[src/rtl/fwd_hazard_unit.sv]
// fwd_hazard_unit
// ---------------------------------------------------------------------------
// Operand forwarding and latency-scoreboard hazard unit for the integer
// pipeline. Sits between decode/issue and EX.
//
// Ports:
//   clk          rising-edge clock
//   rst          synchronous active-high reset
//   rd_en        per read port: port uses a register operand
//   rd_addr      per read port source register (slice p)
//   fwd_we       per forwarding stage: stage holds a valid register write
//   fwd_addr     per forwarding stage destination register (slice k)
//   issue_valid  an instruction with a register destination is issuing
//   issue_rd     destination of the issuing instruction
//   issue_lat    cycles until its result is forwardable (0 = single cycle)
//   flush        discard every pending scoreboard entry
//   sel          per read port mux select: 0 = regfile, k+1 = stage k
//   stall        hold issue this cycle
//   stall_cnt    saturating count of stalled cycles since reset
// ---------------------------------------------------------------------------
module fwd_hazard_unit #(
    parameter int REG_BITS = 5,
    parameter int NUM_RD   = 2,
    parameter int NUM_FWD  = 2,
    parameter int LAT_BITS = 3,
    parameter int SEL_BITS = $clog2(NUM_FWD + 1),
    parameter int CNT_BITS = 16
) (
    input  logic                         clk,
    input  logic                         rst,
    input  logic [NUM_RD-1:0]            rd_en,
    input  logic [NUM_RD*REG_BITS-1:0]   rd_addr,
    input  logic [NUM_FWD-1:0]           fwd_we,
    input  logic [NUM_FWD*REG_BITS-1:0]  fwd_addr,
    input  logic                         issue_valid,
    input  logic [REG_BITS-1:0]          issue_rd,
    input  logic [LAT_BITS-1:0]          issue_lat,
    input  logic                         flush,
    output logic [NUM_RD*SEL_BITS-1:0]   sel,
    output logic                         stall,
    output logic [CNT_BITS-1:0]          stall_cnt
);

    localparam int NUM_REGS = 1 << REG_BITS;

    logic [LAT_BITS-1:0] busy_cnt_r [NUM_REGS];
    logic [NUM_REGS-1:0] busy_s;
    logic [NUM_RD*SEL_BITS-1:0] sel_s;
    logic                stall_s;
    logic                accept_s;
    logic [CNT_BITS-1:0] stall_cnt_r;

    // Forwarding select: scan oldest to youngest so the youngest match is the last write.
    always_comb begin
        logic [REG_BITS-1:0] src_s;
        logic [SEL_BITS-1:0] pick_s;
        sel_s  = '0;
        src_s  = '0;
        pick_s = '0;
        for (int p = 0; p < NUM_RD; p++) begin
            src_s  = rd_addr[p*REG_BITS +: REG_BITS];
            pick_s = '0;
            for (int k = NUM_FWD - 1; k >= 0; k--) begin
                if (fwd_we[k] && (fwd_addr[k*REG_BITS +: REG_BITS] == src_s)) begin
                    pick_s = SEL_BITS'(k + 1);
                end else begin
                    pick_s = pick_s;
                end
            end
            // x0 is hardwired zero, so it always comes from the register file.
            if (rd_en[p] && (src_s != '0)) begin
                sel_s[p*SEL_BITS +: SEL_BITS] = pick_s;
            end else begin
                sel_s[p*SEL_BITS +: SEL_BITS] = '0;
            end
        end
    end

    // Busy flags derived from the latency counters; x0 is never busy.
    always_comb begin
        busy_s = '0;
        for (int r = 1; r < NUM_REGS; r++) begin
            busy_s[r] = (busy_cnt_r[r] != '0);
        end
    end

    // Stall when any active read port sources a busy register.
    always_comb begin
        logic [REG_BITS-1:0] src_s;
        stall_s = 1'b0;
        src_s   = '0;
        for (int p = 0; p < NUM_RD; p++) begin
            src_s = rd_addr[p*REG_BITS +: REG_BITS];
            if (rd_en[p] && (src_s != '0) && busy_s[src_s]) begin
                stall_s = 1'b1;
            end else begin
                stall_s = stall_s;
            end
        end
    end

    assign accept_s = issue_valid & ~stall_s;

    // Latency scoreboard: clear on reset/flush, reload on accepted issue, else count down.
    always_ff @(posedge clk) begin
        busy_cnt_r[0] <= '0;
        for (int r = 1; r < NUM_REGS; r++) begin
            if (rst || flush) begin
                busy_cnt_r[r] <= '0;
            end else if (accept_s && (issue_rd == REG_BITS'(r))) begin
                // A younger producer overwrites any pending count (WAW).
                busy_cnt_r[r] <= issue_lat;
            end else if (busy_cnt_r[r] != '0) begin
                busy_cnt_r[r] <= busy_cnt_r[r] - LAT_BITS'(1);
            end else begin
                busy_cnt_r[r] <= busy_cnt_r[r];
            end
        end
    end

    // Saturating stall-cycle counter; flush deliberately leaves it alone.
    always_ff @(posedge clk) begin
        if (rst) begin
            stall_cnt_r <= '0;
        end else if (stall_s && (stall_cnt_r != {CNT_BITS{1'b1}})) begin
            stall_cnt_r <= stall_cnt_r + CNT_BITS'(1);
        end else begin
            stall_cnt_r <= stall_cnt_r;
        end
    end

    // Forwarding selects and stall feed the same-cycle EX muxes and issue logic.
    assign sel       = sel_s;
    assign stall     = stall_s;
    assign stall_cnt = stall_cnt_r;

endmodule

[config.mk]
export PLATFORM = sky130hd
export DESIGN_NAME = fwd_hazard_unit
export DESIGN_NICKNAME = d
export VERILOG_FILES = /design/src/rtl/fwd_hazard_unit.sv
export SDC_FILE = /design/constraint.sdc
export NUM_CORES = 1
export LEC_CHECK = 0
export ABC_CLOCK_PERIOD_IN_PS = 6500
export BUFFER_PORTS_ARGS = -buffer_cell sky130_fd_sc_hd__buf_2
export CAP_MARGIN = 5
export CORE_MARGIN = 5
export CORE_UTILIZATION = 55
export DETAILED_ROUTE_END_ITERATION = 8
export GPL_ROUTABILITY_DRIVEN = 0
export PLACE_DENSITY = 0.74
export SYNTH_ARGS = -nofsm -noshare
export SYNTH_HDL_FRONTEND = slang
export SYNTH_SLANG_ARGS = --single-unit
[constraint.sdc]
create_clock -name clk -period 6.5 [get_ports clk]
set_clock_uncertainty 0.05 [all_clocks]
set_input_delay 0 -clock clk [delete_from_list [all_inputs] [get_ports clk]]
set_output_delay 0 -clock clk [all_outputs]
set_load 0.01 [all_outputs]
Word level (Yosys, flattened, before mapping):

Memories as Yosys holds them, arrays and structs flattened.
Index checks and enable logic that the tools add are counted.

* add/sub/neg operators: 32
* order comparisons: 2
* eq/ne operators: 36
* multiplexer cells: 448
* bitwise operators: 95
* reductions and logical operators: 74

Operator list (count)
* $mux W1: 347
* $mux W3: 93
* $or A1 B1 Y1: 93
* $reduce_bool A3 Y1: 31
* $sub A3 B1 Y3 const B: 31
* $eq A5 B5 Y1 const B: 16
* $eq A5 B4 Y1 const B: 8
* $logic_and A1 B1 Y1: 40
* $eq A5 B3 Y1 const B: 4
* $eq A5 B5 Y1: 4
* $add A16 B1 Y16 const B: 1
* $ne A16 B16 Y1 const B: 1
* $lt A5 B6 Y1 const B: 2
* $mux W2: 6
* $bmux W1 S5: 2
* $eq A5 B2 Y1 const B: 2
* $reduce_bool A5 Y1: 2
* $eq A5 B1 Y1 const B: 1
* $and A1 B1 Y1: 1
* $logic_or A1 B1 Y1: 1
* $not A1 Y1: 1

* register bits after elaboration: 16
* RAM bits: 96
* word-level logic and storage cells: 689
* memories kept: 1

Memories
* busy_cnt_r: words 32, bits a word 3, rd ports 31, clocked after memory_dff 0, write ports 32, RTL line 46 `logic [LAT_BITS-1:0] busy_cnt_r [NUM_REGS];`

Logic depth before layout (Yosys ltp):

Gate-level depths: netlist of run 1.
An unclocked memory read counts as a cell.

* word-level depth: 16
* mapped depth: 13
* mapped depth without buffers: 11

Worst setup path after synthesis of run 1:

Ideal clock, no wire load.

* path type: register to register
* from: memory busy_cnt_r[13][0] (netlist: busy_cnt_r[0][39])
* to: memory busy_cnt_r[4][0] (netlist: busy_cnt_r[0][12]) (enable)
* library setup time: 0.280 ns
* arrival: 2.642 ns
* data required time: 6.170 ns
* slack: 3.528 ns
* cell stages (with the launch flop): 13
* path buffers: 2
* clock period less this slack: 2.972 ns
* path through: edfxtp_1 > inv_1 > ha_1 > ha_1 > mux4_2 > a22oi_2 > o311ai_2 > nor4b_4 > nor2_2 > buf_4 > and3_1 > buf_2 > nand3b_1

RTL lines (RTL line)
* from (decl): 46

==> results of run 1 <==
## per-stage QoR
step                      cells  setup WS, ps  area [um2]
after floorplan             741          3528        7810
after global placement      932          3189        8132
after detailed placement    932          3104        8132
after CTS                   948          3086        8424
after global routing        949          2865        8444
final                       949          3075        8444
## registers in the layout, summed over array words and instances (netlist names)
signal,flops
stall_cnt,16
busy_cnt_r,93
## logic make-up after synthesis
kind of cell	count (synthesis)
DFF	109
muxes	115
adders and majority gates	63
xor gates and xnor gates	23
and+or+nand+nor	244
buffers and inverters	149
AOI/OAI and AO/OA	38
## per-layer routing
layer	up-vias	GRT usage	wire length, um
met4	0	0.07350	367
met2	163	0.3543	8323
met1	2839	0.2872	7898
met3	27	0.02885	1018
li1	2735	-	-
met5	-	0	0
## worst min-delay path: stages
cell and delay (ps):
buf_2 120, or3_1 110, mux2i_1 60
## power by group through the flow
stage / Combinational [mW] / Clock (mW) / Sequential, mW
after detailed placement: 1.25 / 0 / 1.15
after global routing: 1.44 / 0.580 / 1.16
after CTS: 1.26 / 0.554 / 1.14
after floorplan: 0.940 / 0 / 1.13
after global placement: 1.16 / 0 / 1.14
final: 1.26 / 0.551 / 1.14
## path summary, 6_finish.rpt
path | startpoint | end | slack, ps | cells past startpoint
max reg2reg | busy_cnt_r[0][21]$_DFFE_PP_ | busy_cnt_r[0][29]$_DFFE_PP_ | 3070 | 11
max | busy_cnt_r[0][21]$_DFFE_PP_ | busy_cnt_r[0][29]$_DFFE_PP_ | 3070 | 11
min | flush | busy_cnt_r[1][2]$_SDFFCE_PP0P_ | 50 | 3
min reg2reg | stall_cnt[5]$_SDFFE_PP0P_ | stall_cnt[5]$_SDFFE_PP0P_ | 450 | 2
## final cells by class
class	count	area (um2)
inverter	99	371.6
fill	1167	5436
sequential	109	3113
clock buffer	11	232.7
timing repair buffer	63	347.8
tap	180	225.2
multi-input combinational	483	4104
clock inverter	4	50.05
## placed cells by master, fill, tap and decap left out, drive strengths merged, types with 2 or more instances in the layout
| master | n |
|---|---|
| clkinv | 2 |
| o311a | 2 |
| mux4 | 13 |
| mux2i | 99 |
| or4 | 8 |
| xnor2 | 5 |
| nand3b | 11 |
| or3 | 98 |
| nor3b | 8 |
| nor4 | 5 |
| nor2b | 5 |
| clkbuf | 11 |
| edfxtp | 93 |
| a211oi | 2 |
| nand4 | 3 |
| and3b | 3 |
| nor2 | 13 |
| nand3 | 53 |
| buf | 62 |
| nand2 | 13 |
| a31oi | 2 |
| ha | 63 |
| nand2b | 3 |
| o211ai | 4 |
| o21ai | 9 |
| a21oi | 11 |
| o31ai | 5 |
| xor2 | 18 |
| and3 | 13 |
| nor3 | 5 |
| mux2 | 3 |
| dfxtp | 16 |
| inv | 99 |
## synth_stat cells, types with 2 or more instances
cell type and n:
a211oi_1 2, a21oi_1 11, a31oi_1 2, and3_1 13
and3b_1 3, buf_1 2, buf_2 5, buf_4 4
buf_6 2, clkbuf_1 37, dfxtp_1 16, edfxtp_1 93
ha_1 63, inv_1 98, mux2_2 2, mux2i_1 99
mux4_2 13, nand2_1 13, nand2b_1 3, nand3_1 36
nand3_2 17, nand3b_1 11, nand4_1 3, nor2_1 12
nor2b_1 5, nor3_1 5, nor3b_1 8, nor4_1 5
o211ai_1 3, o21ai_0 6, o21ai_1 2, o311a_1 2
o31ai_1 5, or3_1 98, or4_1 8, xnor2_1 5
xor2_1 18
==> impl_metrics.py, run 1 <==
metrics = {
    "logic_synthesis": {
        "synth_compound_area_frac": 0.03316,
        "async_flop_share": 0,
        "synth_top_area_frac": 0.3576,
        "synth_fa_ha_area_frac": 0.1009,
        "synth-xor-area-share": 0.02579,
        "ys_seq_elements": 109,
        "synth_top_family_by_area": "simple AND/OR/NAND/NOR gates",
        "yosysTopAreaCell": "edfxtp_1",
        "yosys-mux-area-fraction": 0.1687,
        "synth_cell_type_count": 48,
        "yosys_warnings": 0,
        "synth_area_per_cell_um2": 10.54,
        "synth.cell_area_um2": 7810,
        "synth_cells": 741,
        "synth_area_leaders": "edfxtp_1, mux2i_1, ha_1",
        "synth_edf_count": 93,
        "yosys.area_share.simple": 0.1966,
        "syn-num-nets": 840,
        "synth_ff_type": "edfxtp_1",
        "yosysSeqAreaShare": 0.3986,
    },
    "critical_path": {
        "crit_fanout": 35,
        "max_stage_delay_ps": 520,
        "crit_path_frequent_cell": "ha_1",
        "cp-end-kind": "flip-flop",
        "required_ps": 6500,
        "cp_top_family": "simple AND/OR/NAND/NOR gates",
        "arrival_ps": 3420,
        "critPathBufInv": 2,
        "cp_cell_sequence": "inv_1 -> ha_1 -> ha_1 -> mux2i_1 -> mux4_2 -> o311ai_2 -> nor4b_4 -> nor2_2 -> buf_4 -> and3_1 -> nand3b_1",
        "critPathLaunchType": "flip-flop",
        "path_class": "flip-flop to flip-flop",
        "slowest_stage": "mux4_2",
    },
    "power_and_ir_drop": {
        "pwr-share-clk": 0.187,
        "sw_frac_of_total": 0.3551,
        "switchingPower_mw": 1.046,
        "powerDensity_nw_per_um2": 348.9,
        "vdd_drop_max_v": 0.0001445,
        "p_int_mw": 1.900,
        "combinationalPowerShare": 0.427,
        "finalPower_mw": 2.946,
        "power.leakage_nw": 3.579,
        "seq_power_share": 0.386,
    },
    "clock_tree": {
        "cts_setup_buffers": 0,
        "htree_num_levels": 3,
        "cts-root-buf": "clkbuf_16",
        "cts_buffers": 9,
        "clk-insertion-delay-late_ps": 360,
        "cts.sinks": 109,
        "cts_resized": 0,
        "clockBufferDepth": 2,
        "path_clk_slew_ps": 70,
        "ctsHoldBuffers": 1,
        "cts_tree": "done",
    },
    "global_routing": {
        "grt_max_degree": 91,
        "grt.overflow.total": 0,
        "grt_pass1_wl_um": 28170,
        "track_usage": 0.2128,
        "grt_pass1_vias": 5583,
        "antenna_found_initial": 0,
    },
    "drt": {
        "ant_nets": 0,
        "num_vias": 5764,
        "vias_per_cell": 6.074,
        "drc_errors": 0,
        "wl_um": 17610,
        "drtPass1Iterations": 6,
        "first_iter_violations": 518,
        "wl_per_cell_um": 18.55,
    },
    "sta": {
        "tightest_slew_ps": 1101,
        "period_needed_ps": 3425,
        "post-route-period-util": 0.5270,
        "timing.slew.headroom": 0.2644,
        "rsz0062_at_grt": "no",
        "setup_viol": 0,
        "finalHoldViolations": 0,
        "max_freq_mhz": 291.9,
        "whs_ps": 48.35,
        "setup_tns_ps": 0,
        "finalMaxSlewViolations": 0,
    },
    "floorplanning": {
        "io_pins": 57,
        "fp-row-count": 43,
        "die_width_um": 129.2,
        "dieArea_um2": 16680,
        "coreArea_um2": 13880,
        "fp.dieH_um": 129.2,
        "start_util": 0.5626,
    },
    "flow_run": {
        "cap_violations": 0,
    },
    "place": {
        "place_hpwl_um": 12110,
        "io_buffers": 56,
    },
    "final_layout": {
        "syn_to_final_growth_pct": 8.122,
        "diodes": 0,
        "nets": 864,
        "utilization": 0.6083,
        "post_route_cells_drive_above_1_share": 0.1495,
    },
    "hold_path": {
        "hold_path_class": "input port to flip-flop",
    },
    "outcome": {
        "status": "completed",
    },
}
Note: power is estimated with default switching activity, not from simulation.
==> inputs of run 2 (changes only) <==
Settings changed: ABC_AREA set to 1, ABC_CLOCK_PERIOD_IN_PS 6500 to 3000, PLACE_DENSITY 0.74 to 0.76.
Clock period 6.5 ns to 3 ns, I/O delays scaled along.
==> run 2 against run 1 <==
Net effect: register-to-register slack worse by 2800 ps; clock power up 110%; cell count up 46%; non-clock buffer count up 6; sequential cell count unchanged; worst setup slack worse by 2800 ps; sequential power up 110%; routed wire length up 14%; largest power group unchanged; critical endpoint is now stall_cnt[15]$_SDFFE_PP0P_; die area up 16%.
==> impl_metrics.py, run 2 <==
metrics = {
    "critical_path": {
        "path_class": "flip-flop to flip-flop",
        "cp_top_family": "simple AND/OR/NAND/NOR gates",
        "max_stage_delay_ps": 320,
        "critPathBufInv": 4,
        "cp_cell_sequence": "inv_1 -> ha_1 -> ha_1 -> inv_1 -> nand2_1 -> o211ai_1 -> nand3_1 -> nand3_1 -> nand2_1 -> nand2_1 -> nand3_4 -> buf_12 -> nand2_4 -> nand2_4 -> inv_4 -> nand2_1 -> a21oi_1",
        "slowest_stage": "edfxtp_1",
        "required_ps": 3240,
        "crit_path_frequent_cell": "nand2_1",
        "arrival_ps": 3010,
        "critPathLaunchType": "flip-flop",
        "crit_fanout": 16,
        "cp-end-kind": "flip-flop",
    },
    "clock_tree": {
        "htree_num_levels": 3,
        "cts_tree": "done",
        "clk-insertion-delay-late_ps": 360,
        "cts-root-buf": "clkbuf_16",
        "clockBufferDepth": 2,
        "cts_setup_buffers": 0,
        "cts_buffers": 9,
        "cts.sinks": 109,
        "path_clk_slew_ps": 80,
    },
    "final_layout": {
        "utilization": 0.5935,
        "nets": 1260,
        "final_area_um2": 9772,
        "diodes": 0,
        "post_route_cells_drive_above_1_share": 0.1509,
        "mostFrequentLayoutCells": "nand2_1, inv_1, nand4_1",
        "largest_reg_flops": 93,
        "regMostFlops": "busy_cnt_r",
        "final_common_cell": "nand2_1",
        "fill_cells": 1491,
        "multi_input_area_um2": 4815,
        "syn_to_final_growth_pct": 6.723,
        "regArea_um2": 3113,
    },
    "sta": {
        "period_needed_ps": 2761,
        "setup_viol": 0,
        "max_freq_mhz": 362.2,
        "finalHoldViolations": 0,
        "tightest_slew_ps": 811.4,
        "rsz0062_at_grt": "no",
        "setup_tns_ps": 0,
        "fin_ws_ps": 239.2,
        "finalMaxSlewViolations": 0,
        "post-route-period-util": 0.9203,
        "timing.slew.headroom": 0.4591,
    },
    "logic_synthesis": {
        "synth_area_per_cell_um2": 8.074,
        "async_flop_share": 0,
        "netlist_top_cells_count": "nand2_1, inv_1, nand4_1",
        "synth.most_common_cell": "nand2_1",
        "yosys_warnings": 0,
        "synth_area_leaders": "edfxtp_1, nand2_1, inv_1",
        "synth_top_area_frac": 0.3050,
        "yosysSeqAreaShare": 0.3400,
        "ys_seq_elements": 109,
        "synth_cells": 1134,
        "syn-num-nets": 1233,
        "synth_ff_type": "edfxtp_1",
        "synth_edf_count": 93,
        "synth.cell_area_um2": 9156,
        "yosysTopAreaCell": "edfxtp_1",
        "synth_cell_type_count": 37,
    },
    "global_routing": {
        "grt_max_degree": 125,
        "antenna_found_initial": 2,
        "grt_pass1_vias": 6967,
        "track_usage": 0.2095,
        "grt.overflow.total": 0,
        "grt_pass1_wl_um": 33670,
    },
    "power_and_ir_drop": {
        "power.leakage_nw": 4.264,
        "powerDensity_nw_per_um2": 670.5,
        "vdd_drop_max_v": 0.0003330,
    },
    "drt": {
        "drc_errors": 0,
        "drtPass1Iterations": 5,
        "first_iter_violations": 492,
        "wl_per_cell_um": 14.44,
        "vias_per_cell": 5.411,
        "num_vias": 7500,
        "ant_nets": 0,
        "wl_um": 20010,
    },
    "place": {
        "place_hpwl_um": 14470,
        "io_buffers": 56,
        "placed_area_um2": 9488,
        "pre_cts_ws_ps": 251.7,
    },
    "floorplanning": {
        "fp-row-count": 47,
        "fp.dieH_um": 139.0,
        "die_width_um": 139.0,
        "io_pins": 57,
        "start_util": 0.5561,
        "coreArea_um2": 16470,
        "dieArea_um2": 19330,
    },
    "hold_path": {
        "hold_path_class": "input port to flip-flop",
    },
    "flow_run": {
        "cap_violations": 0,
    },
    "outcome": {
        "status": "completed",
    },
}
run 2: cell types whose count changed after synthesis, sizes merged, moves of 61 or more:
cell | previous run | this run
nand2 | 13 | 304
inv | 99 | 225
nand4 | 3 | 126
mux2i | 99 | 0
or3 | 98 | 0
nor2 | 13 | 74
run 2: worst paths after layout:
| check | start | endpoint | slack, ps | depth (start not counted) |
|---|---|---|---|---|
| worst min register to register | stall_cnt[5]$_SDFFE_PP0P_ | stall_cnt[5]$_SDFFE_PP0P_ | 440 | 2 |
| worst max-delay path | busy_cnt_r[0][27]$_DFFE_PP_ | stall_cnt[15]$_SDFFE_PP0P_ | 240 | 17 |
| worst min-delay path | issue_rd[0] | busy_cnt_r[0][10]$_DFFE_PP_ | 270 | 6 |
| worst max register to register | busy_cnt_r[0][27]$_DFFE_PP_ | stall_cnt[15]$_SDFFE_PP0P_ | 240 | 17 |
run 2: cell families after synthesis:
logic type               after synthesis  synth area share
buffers and inverters                278            0.1350
XOR/XNOR                              21           0.02009
flip-flops                           109            0.3400
AND/OR/NAND/NOR                      618            0.3869
adder cells (fa/ha/maj)               63           0.08609
AO/OA/AOI/OAI                         45           0.03198
run 2: timing repair:
action | in CTS | in global routing
setup endpoints to repair | 0 | 2
endpoints found under the hold margin | 5 | 0
resized for setup | 0 | 0
hold buffers | 1 | 0
run 2: stage by stage:
stage	std cells	hold WS, ps	power (mW)
final	1386	267.1	6.552
after CTS	1386	260.1	6.578
after global placement	1369	309.8	5.292
after global routing	1386	306.1	7.185
after detailed placement	1369	309.8	5.423
after floorplan	1134	92.00	4.707
run 2: per-layer routing:
layer	vias to the layer above	share of wire	GRT usage
li1	3799	-	-
met1	3482	0.45	0.2806
met2	184	0.47	0.3447
met3	31	0.057	0.03655
met4	4	0.019	0.07003
met5	-	0.0013	0
run 2: final cells by class:
| cell class | instances | share of cell area |
|---|---|---|
| Clock inverter | 7 | 0.004994 |
| Sequential cell | 109 | 0.3186 |
| Clock buffer | 9 | 0.02305 |
| Timing Repair Buffer | 69 | 0.04533 |
| Tap cell | 220 | 0.02817 |
| Inverter | 225 | 0.08720 |
| Multi-Input combinational cell | 747 | 0.4927 |
run 2: tightest hold or removal path, delay by kind of cell:
family        cells  cell delay, ps
simple gates      5             450
buf+inv           1             120
run 2: power breakdown:
part / switching (mW) / internal, mW / leakage, nW
Sequential: 0.120 / 2.24 / 1.20
Combinational: 2.02 / 1.01 / 2.92
Clock: 0.589 / 0.569 / 0.142
==> inputs of run 3 (changes only) <==
Settings changed: CORE_ASPECT_RATIO set to 0.5.
==> run 3 against run 2 <==
Net effect: design area rose by 0.26%; power rose by 1.4%; count of clock-buffer cells in the layout rose by 1; cell count rose by 0.36%; critical path type unchanged.
==> impl_metrics.py, run 3 (same netlist as run 2, synthesis figures left out) <==
metrics = {
    "outcome": {
        "status": "completed",
    },
    "floorplanning": {
        "die_width_um": 192.5,
        "start_util": 0.5600,
        "io_pins": 57,
        "dieArea_um2": 19480,
        "fp.dieH_um": 101.2,
        "coreArea_um2": 16350,
        "fp-row-count": 33,
    },
    "sta": {
        "whs_ps": 273.0,
        "finalMaxSlewViolations": 0,
        "max_freq_mhz": 355.9,
        "post-route-period-util": 0.9366,
        "tightest_slew_ps": 793.8,
        "rsz0062_at_grt": "yes",
        "period_needed_ps": 2810,
        "setup_viol": 0,
        "finalHoldViolations": 0,
        "timing.slew.headroom": 0.4708,
        "fin_ws_ps": 190.1,
    },
    "critical_path": {
        "arrival_ps": 2870,
        "crit_fanout": 12,
        "cp-end-kind": "flip-flop",
        "path_class": "flip-flop to flip-flop",
        "max_stage_delay_ps": 370,
        "critPathLaunchType": "flip-flop",
        "required_ps": 3060,
        "crit_path_frequent_cell": "nand2_1",
        "slowest_stage": "edfxtp_1",
        "cp_top_family": "simple AND/OR/NAND/NOR gates",
        "critPathBufInv": 3,
        "cp_cell_sequence": "inv_1 -> ha_1 -> ha_1 -> inv_1 -> nand2_1 -> nand3_1 -> nand3_1 -> nand2_1 -> nand2_1 -> nand3_2 -> nand3_4 -> buf_12 -> nand4_1 -> a21oi_1 -> nor2_1",
    },
    "drt": {
        "met2_length_um": 10280,
        "num_vias": 7725,
        "drc_errors": 0,
        "drtPass1Iterations": 5,
        "wl_um": 21260,
        "wl_met3_um": 1577,
        "highest_layer": "met4",
        "vias_per_cell": 5.554,
        "wl_per_cell_um": 15.28,
        "first_iter_violations": 634,
        "wl_met1_um": 9059,
        "ant_nets": 0,
    },
    "place": {
        "place_hpwl_um": 15230,
        "pre_cts_ws_ps": 252.7,
        "io_buffers": 56,
    },
    "global_routing": {
        "grt_max_degree": 125,
        "grt.overflow.total": 0,
        "antenna_found_initial": 1,
        "grt_pass1_wl_um": 36170,
        "track_usage": 0.2283,
        "grt_pass1_vias": 7628,
    },
    "final_layout": {
        "mostFrequentLayoutCells": "nand2_1, inv_1, nand4_1",
        "final_common_cell": "nand2_1",
        "utilization": 0.5992,
        "regMostFlops": "busy_cnt_r",
        "largest_reg_flops": 93,
        "syn_to_final_growth_pct": 6.996,
        "fill_cells": 1452,
        "post_route_cells_drive_above_1_share": 0.1488,
        "nets": 1257,
    },
    "power_and_ir_drop": {
        "p_int_mw": 3.837,
        "combinationalPowerShare": 0.464,
        "seq_power_share": 0.356,
        "sw_frac_of_total": 0.4227,
        "pwr-share-clk": 0.180,
        "powerDensity_nw_per_um2": 678.3,
        "vdd_drop_max_v": 0.0002614,
        "switchingPower_mw": 2.809,
        "finalPower_mw": 6.645,
        "power.leakage_nw": 4.258,
    },
    "clock_tree": {
        "cts_tree": "done",
        "clockBufferDepth": 2,
        "htree_num_levels": 3,
        "path_clk_slew_ps": 80,
        "cts-root-buf": "clkbuf_16",
        "cts.sinks": 109,
        "cts_buffers": 9,
        "clk-insertion-delay-late_ps": 360,
    },
    "flow_run": {
        "cap_violations": 0,
    },
    "hold_path": {
        "hold_path_class": "input port to flip-flop",
    },
}
run 3: changes by cell type in the layout (fill, tap and decap cells not counted):
| cell | delta |
|---|---|
| buf_12 | +2 |
| buf_4 | -5 |
| clkbuf_1 | +1 |
| clkinv_2 | -2 |
| clkinvlp_4 | +1 |
| diode_2 | +1 |
| inv_1 | -1 |
| inv_6 | -1 |
| inv_8 | +2 |
run 3: area by class of cell:
class	instances	area [um2]	share of cell area
multi-input cells	747	4815	0.4914
flip-flops and latches	109	3113	0.3178
inverters	225	854.6	0.08723
repair buffers	66	445.4	0.04547
well taps	227	284.0	0.02899
clock buffers	10	229.0	0.02337
clock inverters	6	53.80	0.005492
diodes	1	2.502	0.0002554
run 3: metal layers:
| layer | track usage | vias to the layer above |
|---|---|---|
| met2 | 0.3905 | 302 |
| met4 | 0.07174 | 0 |
| met1 | 0.2959 | 3585 |
| met3 | 0.04477 | 38 |
| li1 | - | 3800 |
| met5 | 0 | - |
run 3: through the flow:
| step | cells | setup TNS (ps) | cell area (um2) |
|---|---|---|---|
| 2_1_floorplan | 1134 | 0 | 9156 |
| 3_3_place_gp | 1373 | 0 | 9499 |
| 3_5_place_dp | 1373 | 0 | 9499 |
| 4_1_cts | 1390 | 0 | 9792 |
| 5_1_grt | 1391 | -38.82 | 9797 |
| 6_report | 1391 | 0 | 9797 |
run 3: power by group through the flow:
stage | logic, mW | clock network (mW) | registers, mW
3_5_place_dp | 3.03 | 0 | 2.40
4_1_cts | 3.07 | 1.21 | 2.37
6_report | 3.09 | 1.19 | 2.37
2_1_floorplan | 2.34 | 0 | 2.37
5_1_grt | 3.59 | 1.27 | 2.41
3_3_place_gp | 2.87 | 0 | 2.39
run 3: path summary, 6_finish.rpt:
path	from	endpoint	slack (ps)	cells after the start
setup / recovery	busy_cnt_r[1][24]$_DFFE_PP_	busy_cnt_r[1][1]$_SDFFCE_PP0P_	190	15
hold / removal	issue_rd[0]	busy_cnt_r[1][11]$_DFFE_PP_	270	6
setup reg to reg	busy_cnt_r[1][24]$_DFFE_PP_	busy_cnt_r[1][1]$_SDFFCE_PP0P_	190	15
hold reg to reg	stall_cnt[5]$_SDFFE_PP0P_	stall_cnt[5]$_SDFFE_PP0P_	440	2
run 3: repair_timing:
action / 4_1_cts / 5_1_grt
endpoints found under the hold margin: 4 / 0
resized for setup: 0 / 1
hold buffers: 1 / 0
setup endpoints to repair: 0 / 9
buffers inserted: 0 / 0
run 3: tightest hold or removal path, cell delays in order:
cell     delay [ps]
buf_2           130
nand3_1         110
nor2_1           70
nand4_4         130
nand4_1          80
nand2_1          60
